## src/rtl/lift_plant_model_pkg.sv

```systemverilog
// Shared types and constants for the lift plant emulator.
package lift_pkg;

   typedef enum logic [1:0] {IDLE, GAP, CALL} call_state_t;

   localparam logic [15:0] LFSR_TAPS    = 16'hB400;
   localparam logic [15:0] DEFAULT_SEED = 16'hACE1;

   // Galois step for x^16+x^14+x^13+x^11+1, shifting right.
   function automatic logic [15:0] lfsr_next(input logic [15:0] s);
      return (s >> 1) ^ (s[0] ? LFSR_TAPS : 16'h0000);
   endfunction

endpackage

```

## src/rtl/lift_plant_model_call_gen.sv

```systemverilog
// Pseudo-random floor call generator: LFSR plus IDLE/GAP/CALL state machine.
module lift_call_gen
   import lift_pkg::*;
#(
   parameter int          N_FLOORS  = 3,
   parameter int          GAP_MIN   = 2000,
   parameter logic [15:0] GAP_MASK  = 16'h1FFF,
   parameter int          CALL_MIN  = 200,
   parameter logic [15:0] CALL_MASK = 16'h03FF,
   parameter logic [15:0] LFSR_SEED = 16'hACE1
) (
   input  logic                clock,
   input  logic                n_reset,
   input  logic                i_tick,
   input  logic                i_call_en,
   input  logic                i_enable_n,
   input  logic [N_FLOORS-1:0] i_floor_n,
   output logic [N_FLOORS-1:0] o_call_n,
   output call_state_t         o_state
);

   localparam int          FW   = (N_FLOORS > 1) ? $clog2(N_FLOORS) : 1;
   localparam int          CW   = 17;
   localparam logic [15:0] SEED = (LFSR_SEED == 16'h0000) ? DEFAULT_SEED : LFSR_SEED;

   call_state_t   r_state, w_state_nxt;
   logic [15:0]   r_lfsr;
   logic [CW-1:0] r_cnt, w_cnt_nxt, w_gap_load, w_hold_load;
   logic [FW-1:0] r_floor, w_floor_nxt, w_floor_pick;
   logic          w_arrived;

   assign w_gap_load   = CW'(GAP_MIN) + CW'(r_lfsr & GAP_MASK);
   assign w_hold_load  = CW'(CALL_MIN) + CW'(r_lfsr & CALL_MASK);
   assign w_floor_pick = FW'(r_lfsr[7:0] % 8'(N_FLOORS));
   assign w_arrived    = ~i_floor_n[r_floor] & i_enable_n;
   assign o_state      = r_state;

   always_ff @(posedge clock or negedge n_reset) begin
      if (!n_reset) begin
         r_state <= GAP;
         r_cnt   <= CW'(GAP_MIN);
         r_floor <= '0;
         r_lfsr  <= SEED;
      end else begin
         r_state <= w_state_nxt;
         r_cnt   <= w_cnt_nxt;
         r_floor <= w_floor_nxt;
         if (i_tick) r_lfsr <= lfsr_next(r_lfsr);
      end
   end

   always_comb begin
      w_state_nxt = r_state;
      w_cnt_nxt   = r_cnt;
      w_floor_nxt = r_floor;
      o_call_n    = '1;
      if (r_state == CALL && i_call_en) o_call_n = ~(N_FLOORS'(1) << r_floor);
      if (!i_call_en) begin
         w_state_nxt = IDLE;
      end else begin
         case (r_state)
            IDLE: begin
               w_state_nxt = GAP;
               w_cnt_nxt   = w_gap_load;
            end
            GAP: begin
               if (i_tick) begin
                  if (r_cnt == '0) begin
                     w_state_nxt = CALL;
                     w_floor_nxt = w_floor_pick;
                     w_cnt_nxt   = w_hold_load;
                  end else begin
                     w_cnt_nxt = r_cnt - CW'(1);
                  end
               end
            end
            CALL: begin
               // Arrival and hold expiry both end the call the same way.
               if (i_tick) begin
                  if (w_arrived || r_cnt == '0) begin
                     w_state_nxt = GAP;
                     w_cnt_nxt   = w_gap_load;
                  end else begin
                     w_cnt_nxt = r_cnt - CW'(1);
                  end
               end
            end
            default: w_state_nxt = IDLE;
         endcase
      end
   end

endmodule

```

## config.mk

```make
export PLATFORM = sky130hd
export DESIGN_NAME = lift_call_gen
export DESIGN_NICKNAME = d
export VERILOG_FILES = /design/src/rtl/lift_plant_model_pkg.sv /design/src/rtl/lift_plant_model_call_gen.sv
export SDC_FILE = /design/constraint.sdc
export NUM_CORES = 1
export LEC_CHECK = 0
export CORE_MARGIN = 2
export CORE_UTILIZATION = 50
export DETAILED_ROUTE_END_ITERATION = 10
export GPL_TIMING_DRIVEN = 0
export PLACE_DENSITY = 0.73
export SLEW_MARGIN = 20
export SYNTH_ARGS = -nofsm -noshare
export SYNTH_HDL_FRONTEND = slang
export SYNTH_SLANG_ARGS = --single-unit
```

## constraint.sdc

```tcl
create_clock -name clock -period 5.4 [get_ports clock]
set_input_delay 1.08 -clock clock [delete_from_list [all_inputs] [get_ports clock]]
set_output_delay 1.08 -clock clock [all_outputs]
set_load 0.05 [all_outputs]
```

==> impl_metrics.py <==
metrics = {
    "finish": {
        "area_growth_pct": 13.4,
        "final_layout_size_suffix_gt1_share_pct": 14.4,
        "n_antenna_cell": 0,
        "fin_nets": 368,
        "final_cell_mix": "nand2_1, o21ai_0, nor2_1",
        "final_common_cell": "nand2_1",
    },
    "setup_path": {
        "path_class": "reg -> reg",
        "worst_ep_arrival_time_ns": 4.26,
        "crit_buf_inv": 2,
        "critPathMaxFanout": 10,
        "cpMostUsedCell": "ha_1",
        "path_cells": "inv_1 > ha_1 > nand2b_1 > a21oi_1 > o221a_1 > buf_6 > nor3_1 > a31oi_1 > nand2_1 > ha_1 > a31oi_1 > o21ai_2 > mux2i_1 > ha_1 > a2111oi_4 > mux2_1 > mux2_2",
        "rrSetupSlack_ns": 1.33,
        "end_kind": "flop",
        "cp_slowest_cell": "dfrtp_1",
        "required_ns": 5.59,
        "slowest_delay_ns": 0.54,
        "path_delay_family": "compound AO/OA/AOI/OAI gates",
        "cp-start-kind": "flop",
    },
    "drt": {
        "drtIter0Drc": 148,
        "drcViolationCount": 0,
        "route.detailed.wl_per_inst_um": 15.4,
        "detail-route-antenna-nets": 0,
        "wl_mm": 6.45,
        "dr.pass1.iters": 4,
        "num_vias": 2465,
        "vias_per_cell": 5.87,
    },
    "sta": {
        "min_period_ns": 4.07,
        "fin_crit_sh_pct": 75.3,
        "rsz0062_at_grt": "false",
        "relSlewSlack_pct": 54.7,
        "timing.final.hold_violations": 0,
        "worstMarginPinSlew_ns": 0.678,
        "fmaxAchievable_mhz": 246,
        "final_max_slew_viol_count": 0,
        "finalSetupViolCount": 0,
        "finClkSkew_ns": 0.00834,
        "fin_tns_setup_ns": 0,
        "hold_ws_ns": 0.497,
    },
    "placed_design": {
        "gp_congestion": 0.865,
        "io_buffers": 12,
        "dp_hpwl_mm": 4.78,
    },
    "clock_network": {
        "cts_resized": 0,
        "hold_buffers": 0,
        "cts_root_buffer": "clkbuf_8",
        "insertion_delay_ns": 0.31,
        "clk_pin_slew_worst_paths_ns": 0.09,
        "clk_path_buf_depth": 2,
        "post-cts-setup-buffers": 0,
        "h-tree-depth": 2,
        "cts_tree": "built",
        "cts_buffers": 5,
        "cts.sinks": 37,
    },
    "run_status": {
        "outcome": "complete, no violations",
    },
    "floorplan": {
        "die-area_um2": 6140,
        "fp-row-count": 27,
        "die-width_um": 78.3,
        "ios": 13,
        "core_um2": 5410,
        "initial_utilization_pct": 51.1,
        "dieHeight_um": 78.3,
    },
    "global_routing": {
        "grt-ovfl-total": 0,
        "grt_max_degree": 25,
        "grt_use_total_pct": 22.9,
        "grt_antenna_before_repair": 0,
        "grt_pass1_vias": 2304,
        "grt_pass1_wl_mm": 11.1,
    },
    "synth": {
        "synth_edf_count": 0,
        "synth_flop_cell": "dfrtp_1",
        "synth_nets": 348,
        "ys_ff_latch": 37,
        "netlist_instances": 327,
        "synth_top_cell_area_share_pct": 19.9,
        "synthArstFlopShare_pct": 100,
        "synth_area_leaders": "dfrtp_1, dfstp_2, nand2_1",
        "postSynthAreaPerCell_um2": 8.45,
        "yosysUniqueCellTypes": 66,
        "yosysWarningCount": 0,
        "yosys.area.top_type": "dfrtp_1",
        "synth_area_um2": 2760,
        "ys_seq_area_share_pct": 34.2,
    },
    "pwr": {
        "ir_drop_mv": 0.276,
        "p_leak_nw": 1.25,
        "cellPowerDensity_nw_per_um2": 477,
    },
    "run": {
        "maxCapViolations": 0,
    },
    "min_path": {
        "worstHoldPathType": "reg -> reg",
    },
}
-- path summary, 6_finish.rpt --
path / startpoint / endpoint / depth (start not counted)
max: r_lfsr[4] / r_floor[1] / 17
min: r_cnt[15] / r_cnt[15] / 1
max reg2reg: r_lfsr[4] / r_floor[1] / 17
min reg2reg: r_cnt[15] / r_cnt[15] / 1
max in group asynchronous: n_reset / r_lfsr[0] / 2
min in group asynchronous: n_reset / r_cnt[5] / 1
-- cells by family (layout without fill, tap and decap cells) --
family | Yosys count | in the layout | synth area share (%)
buffers and inverters | 31 | 52 | 4.89
AO/OA/AOI/OAI | 100 | 100 | 24.8
multiplexers | 13 | 13 | 5.16
flip-flops | 37 | 37 | 34.2
AND/OR/NAND/NOR | 118 | 118 | 20.3
XOR/XNOR | 15 | 15 | 4.76
adder cells (fa/ha/maj) | 13 | 13 | 5.89
-- metrics by stage --
step	worst slack [ns]	utilization (%)	instance area, um2	power [mW]	std cells
after floorplan	1.85	-	2760	1.03	327
after global placement	1.42	55.0	2970	1.17	411
after detailed placement	1.38	55.4	3000	1.19	412
after CTS	1.35	58.0	3130	1.50	420
after global routing	1.09	58.0	3130	1.62	420
final	1.33	58.0	3130	1.49	420
-- layout make-up --
class                           instances  area, um2
Fill cell                             506       2270
Multi-Input combinational cell        259       1680
Sequential cell                        37        945
Timing Repair Buffer                   13        143
Tap cell                               72       90.1
Buffer                                 18       86.3
Clock buffer                            5       68.8
Clock inverter                          3       68.8
Inverter                               13       48.8
-- worst reg2reg max path, stage by stage, from the launching register on --
cell	delay, ns
dfrtp_1	0.54
inv_1	0.20
ha_1	0.22
nand2b_1	0.17
a21oi_1	0.14
o221a_1	0.21
buf_6	0.13
nor3_1	0.06
a31oi_1	0.33
nand2_1	0.11
ha_1	0.25
a31oi_1	0.19
o21ai_2	0.14
mux2i_1	0.16
ha_1	0.24
a2111oi_4	0.23
mux2_1	0.36
mux2_2	0.26
-- report_power, final --
group	switching, mW	internal, mW	total (mW)
clock	0.113	0.186	0.299
sequential	0.0942	0.394	0.489
combinational	0.390	0.315	0.705
total	0.597	0.896	1.49
-- flip-flops by register name (all words and copies together) (netlist names) --
signal,count
o_state,2
r_lfsr,16
r_cnt,17
r_floor,2
-- Yosys cell counts (all sizes together) (3+ instances only) --
library cell / count
nand3: 5
o41ai: 3
nor3b: 3
clkbuf: 12
a21oi: 20
inv: 13
xnor2: 12
a221oi: 3
o221ai: 3
nor3: 7
o22ai: 3
o21a: 3
dfstp: 15
buf: 6
ha: 13
nor2: 30
o21ai: 36
mux2i: 3
nand2b: 3
and2: 3
nand2: 45
mux2: 10
o32ai: 3
xor2: 3
dfrtp: 22
or3: 6
a22o: 3
and3: 3
-- layer usage --
layer  track usage [%]  wire (um)  vias up
met2              38.4       3120       68
li1                  -          -     1219
met5                 0          0        -
met1              30.3       2950     1168
met3              3.79        296       10
met4              6.84         90        0
Power figures use the tool's default switching activity.
